===== config.mk =====
export PLATFORM = sky130hd
export DESIGN_NAME = multicycle_control_unit
export DESIGN_NICKNAME = d
export VERILOG_FILES = /design/src/rtl/multicycle_control_unit.sv
export SDC_FILE = /design/constraint.sdc
export NUM_CORES = 1
export LEC_CHECK = 0
export CORE_UTILIZATION = 47
export DETAILED_ROUTE_END_ITERATION = 10
export PLACE_DENSITY = 0.84
export SLEW_MARGIN = 15
export SYNTH_ARGS = -nofsm -noshare
export SYNTH_HDL_FRONTEND = slang
export SYNTH_SLANG_ARGS = --single-unit

===== constraint.sdc =====
create_clock -name clk -period 5.21 [get_ports clk]
set_clock_uncertainty 0.15 [all_clocks]
set_input_delay 1.042 -clock clk [delete_from_list [all_inputs] [get_ports clk]]
set_output_delay 1.042 -clock clk [all_outputs]
set_load 0.01 [all_outputs]

===== src/rtl/multicycle_control_unit.sv =====
// Multicycle MIPS control FSM: fetch/decode/execute/memory/writeback sequencing with memory
// wait states, bus timeout and illegal-opcode detection. Define CU_JUMP_EN to enable the J opcode.
module multicycle_control_unit #(
  parameter int ALUOP_W  = 3,
  parameter int WAIT_MAX = 16,
  parameter int STATE_W  = 4
) (
  input  logic               clk,
  input  logic               reset,
  input  logic [5:0]         opcode,
  input  logic               mem_ready,
  output logic               pc_write,
  output logic               pc_write_cond,
  output logic [1:0]         pc_source,
  output logic               i_or_d,
  output logic               mem_read,
  output logic               mem_write,
  output logic               ir_write,
  output logic               reg_dst,
  output logic               mem_to_reg,
  output logic               reg_write,
  output logic               alu_src_a,
  output logic [1:0]         alu_src_b,
  output logic [ALUOP_W-1:0] alu_op,
  output logic               illegal_op,
  output logic               bus_error,
  output logic [STATE_W-1:0] state_o
);

  typedef enum logic [3:0] {
    S_IDLE     = 4'd0,
    S_FETCH    = 4'd1,
    S_DECODE   = 4'd2,
    S_MEM_ADDR = 4'd3,
    S_MEM_RD   = 4'd4,
    S_MEM_WB   = 4'd5,
    S_MEM_WR   = 4'd6,
    S_EXEC_R   = 4'd7,
    S_R_WB     = 4'd8,
    S_EXEC_I   = 4'd9,
    S_I_WB     = 4'd10,
    S_BRANCH   = 4'd11
`ifdef CU_JUMP_EN
    , S_JUMP   = 4'd12
`endif
  } state_t;

  localparam logic [5:0] OP_R    = 6'b000000;
  localparam logic [5:0] OP_LW   = 6'b100011;
  localparam logic [5:0] OP_SW   = 6'b101011;
  localparam logic [5:0] OP_ADDI = 6'b001000;
  localparam logic [5:0] OP_SLTI = 6'b001010;
  localparam logic [5:0] OP_ANDI = 6'b001100;
  localparam logic [5:0] OP_ORI  = 6'b001101;
  localparam logic [5:0] OP_BEQ  = 6'b000100;
`ifdef CU_JUMP_EN
  localparam logic [5:0] OP_J    = 6'b000010;
`endif

  localparam int CNT_W = (WAIT_MAX > 1) ? $clog2(WAIT_MAX) : 1;

  state_t           state, state_nxt;
  logic [CNT_W-1:0] cnt;
  logic [2:0]       aop;
  logic             timeout;

  assign timeout = (WAIT_MAX > 0) && (cnt == CNT_W'(WAIT_MAX - 1)) && !mem_ready;
  assign alu_op  = ALUOP_W'(aop);
  assign state_o = STATE_W'(state);

  // Only wait states ever self-loop, so a state change is the "entry" that clears the counter.
  always_ff @(posedge clk or posedge reset) begin
    if (reset) begin
      state <= S_IDLE;
      cnt   <= '0;
    end else begin
      state <= state_nxt;
      if (state_nxt != state) cnt <= '0;
      else if (!mem_ready)    cnt <= cnt + CNT_W'(1);
    end
  end

  always_comb begin
    state_nxt     = state;
    pc_write      = 1'b0;
    pc_write_cond = 1'b0;
    pc_source     = 2'b00;
    i_or_d        = 1'b0;
    mem_read      = 1'b0;
    mem_write     = 1'b0;
    ir_write      = 1'b0;
    reg_dst       = 1'b0;
    mem_to_reg    = 1'b0;
    reg_write     = 1'b0;
    alu_src_a     = 1'b0;
    alu_src_b     = 2'b00;
    aop           = 3'b000;
    illegal_op    = 1'b0;
    bus_error     = 1'b0;
    case (state)
      S_IDLE: state_nxt = S_FETCH;
      S_FETCH: begin
        mem_read  = 1'b1;
        alu_src_b = 2'b01;
        if (mem_ready) begin
          ir_write  = 1'b1;
          pc_write  = 1'b1;
          state_nxt = S_DECODE;
        end else if (timeout) begin
          bus_error = 1'b1;
          state_nxt = S_IDLE;
        end
      end
      S_DECODE: begin
        alu_src_b = 2'b11;
        case (opcode)
          OP_R:                               state_nxt = S_EXEC_R;
          OP_LW, OP_SW:                       state_nxt = S_MEM_ADDR;
          OP_ADDI, OP_SLTI, OP_ANDI, OP_ORI:  state_nxt = S_EXEC_I;
          OP_BEQ:                             state_nxt = S_BRANCH;
`ifdef CU_JUMP_EN
          OP_J:                               state_nxt = S_JUMP;
`endif
          default: begin
            illegal_op = 1'b1;
            state_nxt  = S_FETCH;
          end
        endcase
      end
      S_MEM_ADDR: begin
        alu_src_a = 1'b1;
        alu_src_b = 2'b10;
        state_nxt = (opcode == OP_SW) ? S_MEM_WR : S_MEM_RD;
      end
      S_MEM_RD: begin
        mem_read = 1'b1;
        i_or_d   = 1'b1;
        if (mem_ready)    state_nxt = S_MEM_WB;
        else if (timeout) begin
          bus_error = 1'b1;
          state_nxt = S_IDLE;
        end
      end
      S_MEM_WB: begin
        mem_to_reg = 1'b1;
        reg_write  = 1'b1;
        state_nxt  = S_FETCH;
      end
      S_MEM_WR: begin
        mem_write = 1'b1;
        i_or_d    = 1'b1;
        if (mem_ready)    state_nxt = S_FETCH;
        else if (timeout) begin
          bus_error = 1'b1;
          state_nxt = S_IDLE;
        end
      end
      S_EXEC_R: begin
        alu_src_a = 1'b1;
        aop       = 3'b010;
        state_nxt = S_R_WB;
      end
      S_R_WB: begin
        reg_dst   = 1'b1;
        reg_write = 1'b1;
        state_nxt = S_FETCH;
      end
      S_EXEC_I: begin
        alu_src_a = 1'b1;
        alu_src_b = 2'b10;
        case (opcode)
          OP_SLTI: aop = 3'b001;
          OP_ANDI: aop = 3'b011;
          OP_ORI:  aop = 3'b100;
          default: aop = 3'b000;
        endcase
        state_nxt = S_I_WB;
      end
      S_I_WB: begin
        reg_write = 1'b1;
        state_nxt = S_FETCH;
      end
      S_BRANCH: begin
        alu_src_a     = 1'b1;
        aop           = 3'b101;
        pc_write_cond = 1'b1;
        pc_source     = 2'b01;
        state_nxt     = S_FETCH;
      end
`ifdef CU_JUMP_EN
      S_JUMP: begin
        pc_write  = 1'b1;
        pc_source = 2'b10;
        state_nxt = S_FETCH;
      end
`endif
      default: state_nxt = S_IDLE;
    endcase
  end

endmodule

==> results.toml <==
[placed_design]
dpl-instance-area_um2 = 1120
place_ws_ns = 1.16
port_buffers = 30
place.gp.congestion = 0.832
hpwl_um = 1550

[drt]
routed_wl_um = 1980
drc = 0
wl_met1_um = 925
dr.max_layer_used = "met3"
route.met2.wl_um = 982
num_vias = 894
routed-wl-met3_um = 73
wl_per_cell_um = 12.9
drtAntennaViolNets = 0
drt_iter0_markers = 15
first_pass_iters = 4
viasPerCell = 5.81

[grt]
antenna_found_initial = 0
grt_pass1_wl_um = 3420
grt_pass1_vias = 846
overflow = 0
grt_max_degree = 19
gr-usage-all-layers = 0.232

[sta]
final.setup.worst_slack_ns = 1.15
maxSlewViolCount = 0
rsz0062_at_grt = "false"
worst_slew_pin_slew_ns = 0.564
setup-violations-final = 0
fin_setup_tns_ns = 0
relSlewSlack = 0.624
max_freq_mhz = 246
finalCritPeriodShare = 0.780
finalCriticalPeriod_ns = 4.06
hold_violations = 0

[logic_synthesis]
ys_ff_latch = 8
ys_warn_count = 0
synthTopCellsByCount = "13 x nor3_1, 10 x nor2_1, 8 x dfrtp_1"
synth_nets = 115
syn_area_um2 = 857
ys_seq_area_frac = 0.234
synth_edf_count = 0
synth.most_common_cell = "nor3_1"
yosysTopAreaCell = "dfrtp_1"
syn_area_per_cell_um2 = 8.16
synth_area_leaders = "dfrtp_1 23%, nor3_1 7.6%, nor2_1 4.4%, buf_4 3.5%, a2111oi_4 3.2%"
synthArstFlopShare = 1.00
synth_top_area_frac = 0.234
ys_types = 46
synth_cells = 105
ys.flop_type = "dfrtp_1"

[pwr]
irDropWorstVdd_uv = 268
p_leak_nw = 0.441
swShare = 0.445
power.internal_uw = 278
powerDensity_nw_per_um2 = 438
combPwrFrac = 0.651
design_power_total_uw = 502
pwr-share-seq = 0.264
clkPwrFrac = 0.085
power_switching_uw = 223

[floorplan]
die_area_um2 = 2000
rows = 15
io_pins = 32
core_um2 = 1730
die_x_um = 44.7
fp.dieH_um = 44.7
start_util = 0.496

[clock_network]
clkLatencyLatePin_ns = 0.24
cts_sinks = 8
h-tree-depth = 1
hold_buffers = 0
cts_setup_buffers = 0
cts_buffer_depth = 2
numCtsBuffers = 3
cts_root_buf = "clkbuf_4"
ctsResizeCount = 0
cts_tree = "done"
clk_pin_slew_ns = 0.05

[job]
maxCapViolCount = 0

[setup_path]
cp.arrival_ns = 2.87
worst-path-max-fanout = 6
crit_type = "in -> out"
cp.required_ns = 4.02
start_kind = "input port"
reg2reg_depth = 4
end_kind = "output port"

[worst_hold_path]
hold_class = "reg -> reg"
min_delay_path_depth = 2

[outcome]
status = "finished, final reports clean"

[cells_and_area]
nFillCells = 168
fin_area_um2 = 1150
drive_gt1_frac = 0.116
area_delta_synth_final_pct = 33.7
antenna_cells = 0
final_nets = 141
## power groups by stage
stage	clock network (mW)	registers [mW]	logic (mW)
after floorplan	0	0.0984	0.231
after global placement	0	0.133	0.320
after detailed placement	0	0.133	0.327
after CTS	0.0460	0.132	0.328
after global routing	0.0475	0.138	0.359
final	0.0429	0.132	0.327
## per-stage QoR
stage	hold WS (ns)	utilization	std cells
floorplan	0.418	-	105
detailed placement	0.472	0.651	151
CTS	0.483	0.664	154
finish	0.487	0.664	154
global placement	0.464	0.651	151
global route	0.536	0.664	154
## layout by cell type, fill, tap and decap left out, drive strengths merged
cell type      synthesis  layout
a21oi                  5       5
a221oi                 1       1
a2111oi                1       1
a211oi                 2       2
nor3                  13      13
mux2i                  1       1
clkdlybuf4s50          0      30
o21ai                  1       1
nand2b                 3       3
nand4b                 2       2
a21boi                 1       1
a221o                  1       1
nor2                  10      10
o22ai                  2       2
a32oi                  3       3
and2b                  3       3
or3b                   1       1
a21o                   2       2
nand2                  3       3
a31o                   1       1
xor2                   2       2
nor4                   2       2
inv                    5       5
or2b                   3       3
clkbuf                 1       3
o32ai                  1       1
a31oi                  3       3
and3                   4       4
or4                    1       1
a311o                  1       1
conb                   1       1
ha                     1       1
dfrtp                  8       8
xnor2                  3       3
o21bai                 2       2
o41ai                  1       1
and2                   1       1
nor2b                  1       1
## worst max-delay path: stages
cell             delay, ns
clkdlybuf4s50_1       0.47
nor2_1                0.32
and3_1                0.23
a31oi_1               0.09
nor3_1                0.15
clkdlybuf4s50_1       0.56
## registers in the layout, summed over array words and instances, names as in the netlist
register and flops:
state_o 4, cnt 4
## logic make-up after synthesis
logic type | after synthesis | synth area share
muxes | 1 | 0.0117
and+or+nand+nor | 47 | 0.318
AOI/OAI and AO/OA | 28 | 0.269
xor gates and xnor gates | 5 | 0.0511
other | 1 | 0.00438
adders and majority gates | 1 | 0.0146
DFF | 8 | 0.234
buffers and inverters | 14 | 0.0978
## metal layers
metal,GRT usage,vias to the layer above
li1,-,441
met2,0.362,24
met1,0.319,429
met3,0.0280,0
met5,0,-
met4,0.115,0
## worst paths after layout
kind | startpoint | to | slack, ns
hold reg to reg | cnt[1] | cnt[1] | 0.49
setup / recovery | opcode[4] | alu_op[2] | 1.15
min in group asynchronous | reset | cnt[3] | 0.89
setup reg to reg | state_o[1] | cnt[2] | 2.97
max in group asynchronous | reset | state_o[2] | 3.81
hold / removal | cnt[1] | cnt[1] | 0.49
## cell type report
type / instances / area [µm²] / area share
Clock buffer: 3 / 22.5 / 0.0197
Multi-Input combinational cell: 83 / 573 / 0.500
Inverter: 5 / 18.8 / 0.0164
Tap cell: 25 / 31.3 / 0.0273
Timing Repair Buffer: 30 / 300 / 0.262
Sequential cell: 8 / 200 / 0.175
No activity file was read; power rests on OpenSTA's default activity.
